### src/rtl/shift_seq8_pkg.sv
// ============================================================================
// Module   : shift_seq8_pkg
// Purpose  : Shared encodings and helpers for the shift_seq8 sequencer.
// Revision : 1.0 - initial release
// ============================================================================
`default_nettype none

package shift_seq8_pkg;

    localparam int unsigned MAX_STEP = 3;

    // Sequencer FSM encoding
    typedef logic [1:0] state_t;
    localparam state_t ST_IDLE  = 2'd0;
    localparam state_t ST_LOAD  = 2'd1;
    localparam state_t ST_SHIFT = 2'd2;
    localparam state_t ST_DONE  = 2'd3;

    // Request operation select codes
    typedef logic [1:0] opsel_t;
    localparam opsel_t OPSEL_LSL  = 2'b00;
    localparam opsel_t OPSEL_LSR  = 2'b01;
    localparam opsel_t OPSEL_ASR  = 2'b10;
    localparam opsel_t OPSEL_RSVD = 2'b11;

    // Shifter datapath op codes
    typedef logic [2:0] shop_t;
    localparam shop_t SH_NOP  = 3'b000;
    localparam shop_t SH_LOAD = 3'b001;
    localparam shop_t SH_LSL  = 3'b010;
    localparam shop_t SH_LSR  = 3'b011;
    localparam shop_t SH_ASR  = 3'b100;

    // Largest step the 2-bit shifter can take toward the remaining distance
    function automatic logic [1:0] step_size(input logic [2:0] remaining);
        logic [1:0] step;
        if (remaining > 3'(MAX_STEP)) begin
            step = 2'(MAX_STEP);
        end else begin
            step = remaining[1:0];
        end
        return step;
    endfunction

endpackage

`default_nettype wire

### src/rtl/shift_seq8_shifter8.sv
// ============================================================================
// Module   : shifter8
// Purpose  : 8-bit register with load and 0..3 bit LSL/LSR/ASR per cycle.
// Revision : 1.0 - initial release
// ============================================================================
`default_nettype none

module shifter8
    import shift_seq8_pkg::*;
(
    input  logic       clk,
    input  logic       reset_n,
    input  logic [2:0] i_op,
    input  logic [1:0] i_shamt,
    input  logic [7:0] i_d_in,
    output logic [7:0] o_d_out
);

    logic [7:0]        data_q;
    logic [7:0]        data_d;
    logic signed [7:0] w_signed;

    assign w_signed = data_q;

    always_comb begin
        data_d = data_q;
        case (i_op)
            SH_LOAD: data_d = i_d_in;
            SH_LSL:  data_d = data_q << i_shamt;
            SH_LSR:  data_d = data_q >> i_shamt;
            SH_ASR:  data_d = w_signed >>> i_shamt;
            default: data_d = data_q;
        endcase
    end

    always_ff @(posedge clk) begin
        if (!reset_n) begin
            data_q <= 8'h00;
        end else begin
            data_q <= data_d;
        end
    end

    assign o_d_out = data_q;

endmodule

`default_nettype wire

### src/rtl/shift_seq8.sv
// ============================================================================
// Module   : shift_seq8
// Purpose  : Sequences a 0..7 bit shift request into <=3-bit shifter steps.
// Revision : 1.0 - initial release
// ============================================================================
`default_nettype none

module shift_seq8
    import shift_seq8_pkg::*;
(
    input  logic       clk,
    input  logic       reset,
    input  logic       start,
    input  logic [1:0] op_sel,
    input  logic [2:0] amount,
    input  logic [7:0] d_in,
    output logic       busy,
    output logic       done,
    output logic       err,
    output logic [7:0] d_out
);

    state_t     state_q, state_d;
    opsel_t     op_q,    op_d;
    logic [2:0] rem_q,   rem_d;
    logic [7:0] data_q,  data_d;

    logic [1:0] w_step;
    shop_t      w_sh_op;
    logic [1:0] w_sh_amt;

    assign w_step = step_size(rem_q);

    always_ff @(posedge clk) begin
        if (reset) begin
            state_q <= ST_IDLE;
            op_q    <= OPSEL_LSL;
            rem_q   <= 3'd0;
            data_q  <= 8'h00;
        end else begin
            state_q <= state_d;
            op_q    <= op_d;
            rem_q   <= rem_d;
            data_q  <= data_d;
        end
    end

    always_comb begin
        state_d = state_q;
        op_d    = op_q;
        rem_d   = rem_q;
        data_d  = data_q;
        case (state_q)
            ST_IDLE: begin
                if (start) begin
                    op_d    = op_sel;
                    data_d  = d_in;
                    // Reserved op only loads, so it carries no shift distance
                    rem_d   = (op_sel == OPSEL_RSVD) ? 3'd0 : amount;
                    state_d = ST_LOAD;
                end
            end
            ST_LOAD: begin
                state_d = (rem_q != 3'd0) ? ST_SHIFT : ST_DONE;
            end
            ST_SHIFT: begin
                rem_d = rem_q - {1'b0, w_step};
                if (rem_d == 3'd0) begin
                    state_d = ST_DONE;
                end
            end
            default: begin
                state_d = ST_IDLE;
            end
        endcase
    end

    always_comb begin
        w_sh_op  = SH_NOP;
        w_sh_amt = 2'd0;
        case (state_q)
            ST_LOAD: begin
                w_sh_op = SH_LOAD;
            end
            ST_SHIFT: begin
                w_sh_amt = w_step;
                case (op_q)
                    OPSEL_LSL: w_sh_op = SH_LSL;
                    OPSEL_LSR: w_sh_op = SH_LSR;
                    OPSEL_ASR: w_sh_op = SH_ASR;
                    default:   w_sh_op = SH_NOP;
                endcase
            end
            default: begin
                w_sh_op = SH_NOP;
            end
        endcase
    end

    assign busy = (state_q != ST_IDLE);
    assign done = (state_q == ST_DONE);
    assign err  = (state_q == ST_DONE) && (op_q == OPSEL_RSVD);

    shifter8 u_shifter8 (
        .clk     (clk),
        .reset_n (~reset),
        .i_op    (w_sh_op),
        .i_shamt (w_sh_amt),
        .i_d_in  (data_q),
        .o_d_out (d_out)
    );

endmodule

`default_nettype wire
### config.mk
export PLATFORM = sky130hd
export DESIGN_NAME = shift_seq8
export DESIGN_NICKNAME = d
export VERILOG_FILES = /design/src/rtl/shift_seq8_pkg.sv /design/src/rtl/shift_seq8_shifter8.sv /design/src/rtl/shift_seq8.sv
export SDC_FILE = /design/constraint.sdc
export NUM_CORES = 1
export LEC_CHECK = 0
export ABC_AREA = 1
export BUFFER_PORTS_ARGS = -buffer_cell sky130_fd_sc_hd__buf_4
export CAP_MARGIN = 20
export CORE_ASPECT_RATIO = 0.7
export CORE_UTILIZATION = 30
export CTS_CLUSTER_DIAMETER = 80
export DETAILED_ROUTE_END_ITERATION = 12
export HOLD_SLACK_MARGIN = 0.12
export SYNTH_ARGS = -nofsm -noshare
export SYNTH_HDL_FRONTEND = slang
export SYNTH_SLANG_ARGS = --single-unit
### constraint.sdc
create_clock -name clk -period 1.6 [get_ports clk]
set_input_delay 0.24 -clock clk [delete_from_list [all_inputs] [get_ports clk]]
set_output_delay 0.24 -clock clk [all_outputs]
set_load 0.02 [all_outputs]
Yosys cells after proc, flatten, opt, wreduce, memory -nomap -nowiden:

Cells that the tools add are included.

* add/sub/neg operators: 1
* multipliers: 0
* divide/modulo/power cells: 0
* $lt $le $gt $ge: 1
* equality and inequality tests: 13
* shift-type cells: 3
* muxes and demuxes: 12
* bitwise logic cells: 0
* reductions and logical operators: 11

Operator list (number)
* 8-bit one-hot mux with 4 select lines: 1
* 3-bit one-hot mux with 2 select lines: 2
* 2-bit == test, second input constant: 5
* 3-bit one-hot mux with 3 select lines: 1
* 2-bit 2-to-1 mux: 4
* 8-bit by 2-bit << shifter with 8-bit output: 1
* 8-bit by 2-bit right shift with 8-bit output: 1
* 8-bit by 2-bit >>> shifter with 8-bit output: 1
* 3-bit by 2-bit == test with 1-bit output, second input constant: 2
* 3-bit 2-to-1 mux: 2
* 2-bit one-hot mux with 3 select lines: 1
* 2-bit AND reduction: 3
* 2-bit by 1-bit == test with 1-bit output, second input constant: 2
* 2-bit logical NOT: 2
* 2-bit != test, second input constant: 2
* 2-bit nonzero test: 2
* 4-bit nonzero test: 1
* 3-bit by 1-bit == test with 1-bit output, second input constant: 1
* 3-bit == test, second input constant: 1
* 3-bit by 2-bit greater-than comparator with 1-bit output, second input constant: 1
* 3-bit logical NOT: 1
* 3-bit nonzero test: 1
* 3-bit by 2-bit subtractor with 3-bit output: 1
* 1-bit logical AND: 1
* 1-bit 2-to-1 mux: 1

* flip-flop bits (word level): 23
* latch bits: 0
* bits in writable memories: 0
* memory bits (read-only): 0
* input bits: 16
* output and inout bits: 11
* word-level logic and storage cells: 46
* memories kept: 0

Depth between registers and ports, before layout:

Gate-level depths: netlist of run 1.

* depth after elaboration: 6
* depth in mapped cells: 13
* depth with buffers taken out: 12

Modules after synthesis:

A second synthesis of run 1 with hierarchy kept.

* cells, all modules: 255
* area total of the unflattened synthesis: 1582.8 um2

Modules (own cells, without submodules)
* shifter8: instances 1, cells an instance 145, area each 810.8 um2, sequential area each 160.2 um2
* shift_seq8: instances 1, cells an instance 110, area each 772.0 um2, sequential area each 300.3 um2

Worst setup path before layout of run 1:

OpenSTA, ideal clock, no wires.

* path kind: flip-flop to flip-flop
* start: reg state_q[0]
* end: reg u_shifter8.data_q[2], in the netlist u_shifter8.o_d_out[2]
* library setup time: 0.119 ns
* arrival: 1.468 ns
* required time: 1.481 ns
* slack: 0.012 ns
* cell stages (with the launch flop): 12
* path buffers: 1
* clock period less this slack: 1.588 ns
* cell sequence: dfxtp_1 -> inv_1 -> ha_1 -> buf_4 -> nand3_1 -> inv_1 -> nand2_1 -> nand2_2 -> inv_2 -> nand2_1 -> o21ai_0 -> a21oi_1

* longest elaborated chain between the ends: 4
* elaborated cells on any way between the ends: 13
* classes of those cells: eq/ne (6); shift (3); mux (3); reduce/logical (1)

RTL lines
* from (decl): line shift_seq8.sv:23 `state_t state_q, state_d;`
* from (signal assigned): line shift_seq8.sv:41 `state_q <= state_d;`
* 2-bit == test / 2-bit by 1-bit == test with 1-bit output (equally long branches): line shift_seq8.sv:81 `case (state_q)`
* 3-bit one-hot mux with 2 select lines / 2-bit 2-to-1 mux (equally long branches): line shift_seq8.sv:81
* 3-bit == test (tied with other cells): line shift_seq8_shifter8.sv:27 `case (i_op)`
* 8-bit one-hot mux with 4 select lines / 4-bit nonzero test (equally long branches)
* to (signal assigned): line shift_seq8_shifter8.sv:40 `data_q <= data_d;`
* to (decl): line shift_seq8_shifter8.sv:19 `logic [7:0] data_q;`

Parallel ways exist; a longest one is shown, timed or not.
A chain may end at the register's enable or synchronous reset.

Final worst setup path of run 1:

* start: reg state_q[1]
* end: reg u_shifter8.data_q[7], in the netlist u_shifter8.o_d_out[7]

Same word-level chain as after synthesis.

==> results of run 1 <==
## sequential cells by signal (all words and copies together), names as in the netlist
signal / cells
state_q: 2
data_q: 8
op_q: 2
u_shifter8.o_d_out: 8
rem_q: 3
## routing by layer
layer / up-vias / share of wire, %
li1: 907 / -
met1: 717 / 52
met2: 63 / 37
met3: 4 / 10
met4: 0 / 0.55
met5: - / 0
## what timing repair did
| item | 4_1_cts | 5_1_grt |
|---|---|---|
| endpoints found under the setup margin | 8 | 9 |
| resized for setup | 7 | 23 |
| buffers inserted | 2 | 2 |
| pin swaps | 1 | 11 |
## placed cells by master (no fill, tap or decap), types with 4 or more instances in the layout
cell type / netlist / routed
a21oi_1: 14 / 13
a31oi_1: 4 / 4
buf_4: 2 / 43
dfxtp_1: 23 / 20
ha_1: 7 / 5
inv_1: 28 / 23
inv_2: 4 / 8
nand2_1: 61 / 58
nand2_2: 5 / 7
nand3_1: 20 / 18
nor2_1: 32 / 27
nor2_2: 0 / 4
o21ai_0: 29 / 29
o21ai_1: 8 / 8
## per-stage QoR
step,cell area [sq um],utilization [%],hold WS (ps),power [mW],cells
floorplan,1564,-,302.4,2.316,252
global placement,1924,39.38,431.1,3.021,356
detailed placement,1924,39.38,426.0,3.009,356
CTS,2017,41.27,135.0,3.511,362
global route,2102,43.01,132.1,4.010,364
finish,2102,43.01,141.2,3.670,364
## cell type report
cell class / instances / area [sq um] / area share [%]
Multi-Input combinational cell: 190 / 1026 / 48.81
Sequential cell: 23 / 464.2 / 22.08
Timing Repair Buffer: 46 / 356.6 / 16.96
Inverter: 32 / 122.6 / 5.833
Tap cell: 69 / 86.33 / 4.107
Clock buffer: 3 / 41.29 / 1.964
Clock inverter: 1 / 5.005 / 0.2381
## cells by family (layout without fill, tap and decap cells)
| kind of cell | count (synthesis) | after routing |
|---|---|---|
| flip-flops | 23 | 23 |
| AND/OR/NAND/NOR | 122 | 122 |
| buffers and inverters | 39 | 82 |
| adder cells (fa/ha/maj) | 7 | 7 |
| AO/OA/AOI/OAI | 61 | 61 |
## power breakdown
group          total, mW  switching, mW  leakage (nW)  internal (mW)
Clock              0.373          0.198        0.0255          0.174
Combinational       2.29           1.35         0.784          0.943
Sequential          1.00          0.221         0.190          0.783
## final timing paths
path	slack [ps]	start	endpoint	depth (start not counted)
max	-20	state_q[1]	u_shifter8.o_d_out[7]	11
min	140	reset	u_shifter8.o_d_out[7]	2
max reg2reg	-20	state_q[1]	u_shifter8.o_d_out[7]	11
min reg2reg	460	data_q[4]	data_q[4]	2
==> results.md, run 1 <==
Finish:
- The total of fill cells in the finished design is 539.
- The area overhead of the layout relative to synthesis is 34.40%.
- The share of final-layout standard cells stronger than drive strength 1 is 29.49%.
- The final net count is 319.
- The repair_antennas step left the layout with diodes totalling 0.

Setup path:
- Data arrives at the worst endpoint at 1810 ps.
- The delay of the slowest critical-path stage is 360 ps.
- The cell seen most often among critical-path stages is nand2_1.
- The cell at the slowest stage of the critical path is dfxtp_2.
- Along the worst path, the maximum fanout reaches 3.
- The worst setup path is of the flip-flop to flip-flop kind.
- Traced cell by cell, the critical path runs through inv_2 > ha_4 > nand2_4 > nor2_4 > buf_6 > nand3_4 > nor2_2 > nor2_1 > nand2_1 > nand2_1 > a21oi_2.
- The family with the most delay on the worst path is simple AND/OR/NAND/NOR gates.
- The number of buffers and inverters on the critical path is 2.
- The worst setup path is launched from a flip-flop.
- The critical path data required time is 1800 ps.
- STA classifies the critical path endpoint as a flip-flop.

Routing:
- The total DRC errors in the routed layout is 0.
- The initial DRC count is 149.
- Across all layers, the routed design uses 1691 vias.
- The detail route stage leaves a number of antenna-violating nets equal to 0.
- The final routed wire length divided by cell count is 11.53 microns.
- The total wire length after detailed routing is 4.198 mm.
- The first detailed-routing pass took 4 iterations.
- In the routed layout, each cell is associated on average with a via count of 4.646.

Synth:
- The share of flip-flops with an asynchronous set or reset is 0%.
- In the synthesized netlist, mux cells make up 0% of the area.
- The synthesized-area fraction occupied by adder cells is 5.600%.
- The compound-cell area share of the yosys netlist is 21.68%.
- Counting every net in the synthesized netlist gives 275.
- The most used flip-flop cell after synthesis is dfxtp_1.
- A synthesized cell averages 6.206 sq um.
- The sequential-to-total area share from yosys stat is 29.44%.
- The synthesized netlist devotes 32.96% of its cell area to simple gates.
- The area share of xor/xnor cells in the synthesized design is 0%.
- Yosys instantiated no cell more often than nand2_1.
- The count of flip-flops with a built-in enable after synthesis is 0.
- The synthesized flop and latch total is 23.
- In the synthesized netlist, the number of instances is 252.
- Summed over its instances, the top area cell type makes up 29.44% of the synthesized netlist area.
- Yosys attributes the largest share of cell area to dfxtp_1, nand2_1, o21ai_0, nor2_1, inv_1.
- For this run, the number of Yosys warnings is 0.
- Ranked by instance count, the synthesized netlist is headed by nand2_1, nor2_1, o21ai_0.
- Synthesis instantiated 23 different standard cells from the library.
- The synthesized netlist occupies a cell area of 1564 sq um.
- The synthesized design spends more area on one cell type than any other, namely dfxtp_1.
- By area, the combinational part of the netlist is dominated by simple AND/OR/NAND/NOR gates.

STA:
- The post-layout minimum cycle time is 1615 ps.
- The final number of hold-violating endpoints is 0.
- Adding up every negative setup slack in the final design gives -16.71 ps.
- Setup repair after global routing could not meet its margin everywhere.
- Setup violations remaining at the end of the flow were counted as 2.
- The final critical-path setup slack is -15.38 ps.
- The max-slew violation count came to 0.
- Based on the critical path, the design can be clocked at up to 619.0 MHz.
- For the pin with the worst max-slew slack, the measured transition is 410.5 ps.
- The worst path uses 101.0% of the clock period.
- The worst relative slew slack is 72.63%.
- The final setup skew is 1.756 ps.

Floorplan:
- After floorplanning, the core was sized to cover 4887 sq um.
- The number of placed I/O pins is 27.
- The number of cell rows is 21.
- Measured along the y axis, the die boundary spans 62.41 microns.
- The die covers 5511 sq um.
- For this configuration, the core starts out at a cell density of 32.00%.
- The die is 88.30 microns wide.

Global routing:
- The via count of the first global-routing pass was 1475.
- In the global route stage, met1 resource usage came out at 26.99%.
- The global-route wire length before repair is 6.955 mm.
- The initial antenna violation count came to 0.
- The met3 usage in global routing is 3.699%.
- The busiest layer in global routing is met1.
- Global routing consumed, on the met2 layer, 20.96% of the routing resources.
- The maximum number of pins on one net before global-route repair is 16.
- Summed over all layers, the global routing overflow is 0.
- The overall track demand over capacity in global routing is 16.23%.

Pwr:
- The leakage power summed over all cells is 0.9997 nW.
- VDD sags by at most 597.4 uV.
- The total power divided by cell area is 1746 nW/um^2.

Clocking:
- Clock latency on the worst-skew pair, taken at its later pin, is 270 ps.
- The maximum buffer depth of the clock tree is 2.
- The root buffer selected by CTS is clkbuf_8.
- The TritonCTS clock tree is built.
- The number of buffers created by CTS is 3.
- The clock edge transition at the registers on the reported setup and hold paths is 90 ps.
- CTS built an H-tree with a depth of 1.
- The total number of clock tree sinks is 23.
- In this run, post-CTS hold repair placed 0 buffers.

Flow run:
- Across the run, the number of max-cap violations was 0.

Place:
- Detailed placement ended at an HPWL of 3.294 mm.
- Routability-driven placement finished with a final weighted congestion of 0.8540.
- The post-placement worst setup slack is -113.3 ps.
- The count of buffers added on input and output ports is 26.

Hold path:
- The class of the tightest hold or removal check is input pin to flip-flop.

Run status:
- The final reports fail on setup timing.
- The flow ran to the end, but the final reports show violations.
No activity file was read; power rests on OpenSTA's default activity.
==> run 2: changes to the inputs <==
- GPL_TIMING_DRIVEN: unset -> 0
==> run 2 against run 1 <==
  * The flow still finishes with violations (setup timing)
  * Combinational power down 2%
  * Setup slack worse by 18 ps
  * First-iteration DRC count grew 26%
  * Register-to-register slack got worse by 20 ps
  * Clock skew grew 7.4 ps
  * Die area unchanged
  * Hold slack better by 70 ps
  * Global-route usage about the same
  * Utilization increased by 0.56 points
  * Non-clock buffer count down 1
  * Critical endpoint is now u_shifter8.o_d_out[3]
==> results.md, run 2 (synthesis results as in run 1) <==
STA:
- The final-layout setup total negative slack is -109.0 ps (was -16.71 ps).
- The final number of hold-violating endpoints was 0 (unchanged).
- The final critical-path setup slack is -33.06 ps (was -15.38 ps).
- The actual transition at the worst max-transition pin is 423.2 ps (was 410.5 ps).
- The final cycle utilization of the critical path is 102.1% (was 101.0%).
- The maximum clock rate is 612.3 MHz (was 619.0 MHz).
- Unrepaired setup endpoints after global routing: yes (unchanged).
- The worst relative slew slack is 71.79% (was 72.63%).
- The post-layout minimum cycle time came to 1633 ps (was 1615 ps).
- The final number of setup-violating endpoints is 6 (was 2).
- The max-slew violation count was 0 (unchanged).
- The final setup skew is 9.181 ps (was 1.756 ps).

Pwr:
- The share of power burned in combinational logic is 60.7% (was 62.5%).
- The net load switching power came to 1.819 mW (was 1.769 mW).
- The fraction of power spent switching nets was 49.38% (was 48.21%).
- The leakage power summed over all cells is 0.9991 nW (was 0.9997 nW).
- The largest voltage drop on the vdd net is 681.6 uV (was 597.4 uV).
- The total power divided by cell area was 1730 nW/um^2 (was 1746 nW/um^2).
- The cell-internal power is 1.864 mW (was 1.901 mW).
- The part of the total power dissipated in the clock network is 10.7% (was 10.2%).
- The fraction of power consumed by sequential logic is 28.5% (was 27.4%).

Global routing:
- The overall overflow remaining after global route is 0 (unchanged).
- The via count of the first global-routing pass was 1412 (was 1475).
- The maximum number of pins on one net before global-route repair came to 15 (was 16).
- The initial antenna violation count is 0 (unchanged).
- The global-route wire length before repair is 6.955 mm (unchanged).
- The overall track demand over capacity in global routing is 16.26% (was 16.23%).

Setup path:
- The type of destination of the critical path is a flip-flop (unchanged).
- The category of the worst setup path launch point is a flip-flop (unchanged).
- The delay of the slowest critical-path stage was 380 ps (was 360 ps).
- The critical path data required time was 1770 ps (was 1800 ps).
- The data arrival time at the worst-slack endpoint is 1800 ps (was 1810 ps).
- The maximum fanout count along the critical path is 8 (was 3).
- The cell at the slowest stage of the critical path is dfxtp_4 (was dfxtp_2).
- Series of cell instances along the critical path: inv_4 > ha_4 > buf_6 > o21ai_4 > buf_2 > o21ai_1 > inv_1 > nand2_1 > nand3_2 > nor2_2 > nor2_1 (was inv_2 > ha_4 > nand2_4 > nor2_4 > buf_6 > nand3_4 > nor2_2 > nor2_1 > nand2_1 > nand2_1 > a21oi_2).
- The buffer and inverter count on the worst path is 4 (was 2).
- The path type of the worst setup path is flip-flop to flip-flop (unchanged).
- The family with the most delay on the worst path is buffers and inverters (was simple AND/OR/NAND/NOR gates).

Finish:
- The final net count was 319 (unchanged).
- The antenna cell count is 0 (unchanged).
- The area overhead of the layout relative to synthesis is 36.16% (was 34.40%).
- The most common library cell in the layout ignoring fill and taps is nand2_1 (unchanged).
- The design area came to 2130 sq um (was 2102 sq um).
- Most frequent cells in the layout: nand2_1, buf_4, nor2_1, o21ai_0, inv_1 (was nand2_1, buf_4, o21ai_0, nor2_1, inv_1).
- The share of final-layout standard cells stronger than drive strength 1 was 29.49% (unchanged).
- The count of placed standard cells in the final layout, fillers left out is 364 (unchanged).

Clocking:
- The maximum buffer depth of the clock tree is 2 (unchanged).
- The number of buffers created by CTS is 3 (unchanged).
- The clock latency on the worst-skew pair is 280 ps (was 270 ps).
- The level count of the clock H-tree is 1 (unchanged).
- The total number of clock tree sinks is 23 (unchanged).
- The clock edge transition at the registers on the reported setup and hold paths is 90 ps (about the same).
- The root buffer selected by CTS is clkbuf_8 (unchanged).
- The TritonCTS clock tree was built (unchanged).

Routing:
- The final routed wire length divided by cell count is 12.16 microns (was 11.53 microns).
- The first-pass iteration count of the detailed router is 4 (unchanged).
- The count of nets left with antenna violations after detail routing is 0 (unchanged).
- The per-cell via count in the routed design is 4.684 (was 4.646).
- The total DRC errors in the routed layout is 0 (unchanged).
- The initial DRC count is 187 (was 149).
- The total wire length after detailed routing is 4.425 mm (was 4.198 mm).
- The detailed-route via count came to 1705 (was 1691).

Floorplan:
- The die area is 5511 sq um (unchanged).
- The floorplan die height was 62.41 microns (unchanged).
- The width of the die is 88.30 microns (unchanged).
- The number of cell rows is 21 (unchanged).
- The starting density of the core came to 32.00% (unchanged).
- The number of placed I/O pins came to 27 (unchanged).
- The placeable core region is 4887 sq um (unchanged).

Hold path:
- The class of the tightest hold or removal check is input pin to flip-flop (unchanged).

Run status:
- Result of the run: finished with violations (unchanged).
- Failing checks: setup timing (unchanged).

Place:
- The placement-stage cell area is 1846 sq um (was 1924 sq um).
- The number of cells after detailed placement came to 347 (was 356).
- The final weighted congestion of routability-driven global placement came to 0.8861 (was 0.8540).
- The half-perimeter wire length after detailed placement is 3.174 mm (was 3.294 mm).
- The number of port buffers came to 26 (unchanged).

Flow run:
- The count of max-cap constraint violations is 0 (unchanged).
## run 2: cell count changes in the layout (fill, tap and decap cells not counted), moves of 3 or more
cell and change:
inv_4 +3, inv_2 -4, dfxtp_2 -3, buf_4 -10
## run 2: worst reg2reg max path: cells and delay by family (launching register included)
| kind | cells | cell delay [ps] |
|---|---|---|
| buf+inv | 4 | 460 |
| simple gates | 4 | 340 |
| fa+ha+maj | 1 | 130 |
| flops | 1 | 380 |
| compound gates | 2 | 230 |
## run 2: what timing repair did
item                                    4_1_cts  5_1_grt
endpoints found under the hold margin         1        0
setup buffers                                 1        8
gates resized for setup                      20       25
pin swaps                                     1       10
endpoints found under the setup margin       14       12
hold buffers                                  1        0
cloned                                        2        1
## run 2: worst paths after layout
| check | start | cells after the start | slack [ps] | to |
|---|---|---|---|---|
| hold / removal | d_in[1] | 3 | 210 | data_q[1] |
| setup / recovery | state_q[0] | 11 | -30 | u_shifter8.o_d_out[3] |
| setup reg to reg | state_q[0] | 11 | -30 | u_shifter8.o_d_out[3] |
| hold reg to reg | data_q[3] | 2 | 480 | data_q[3] |
## run 2: power groups by stage
| stage | Combinational (mW) | Clock (mW) | Sequential [mW] |
|---|---|---|---|
| after floorplan | 1.27 | 0 | 1.04 |
| after global placement | 1.81 | 0 | 1.01 |
| after detailed placement | 1.82 | 0 | 1.02 |
| after CTS | 1.97 | 0.403 | 1.04 |
| after global routing | 2.51 | 0.431 | 1.07 |
| final | 2.24 | 0.395 | 1.05 |
## run 2: routing by layer
layer	up-vias	part of all wire, %	GRT usage [%]
met1	728	50	26.08
li1	907	-	-
met5	-	0	0
met4	0	0.25	2.419
met2	68	41	20.58
met3	2	8.9	5.548
## run 2: cell type report
class | instances | area (sq um)
clock buffers | 3 | 41.29
well taps | 69 | 86.33
repair buffers | 38 | 290.3
clock inverters | 1 | 7.507
multi-input cells | 191 | 1051
fillers | 542 | 2758
inverters | 32 | 133.9
flip-flops and latches | 23 | 467.9
plain buffers | 7 | 51.30
## run 2: per-stage QoR
step	setup slack [ps]	util (%)	power, mW	hold WS, ps
finish	-33.06	43.57	3.683	211.2
global route	-124.7	43.57	4.015	220.9
CTS	0.02087	40.55	3.411	207.8
detailed placement	-225.5	37.76	2.835	416.3
global placement	-222.9	37.76	2.828	415.4
floorplan	12.10	-	2.316	302.4
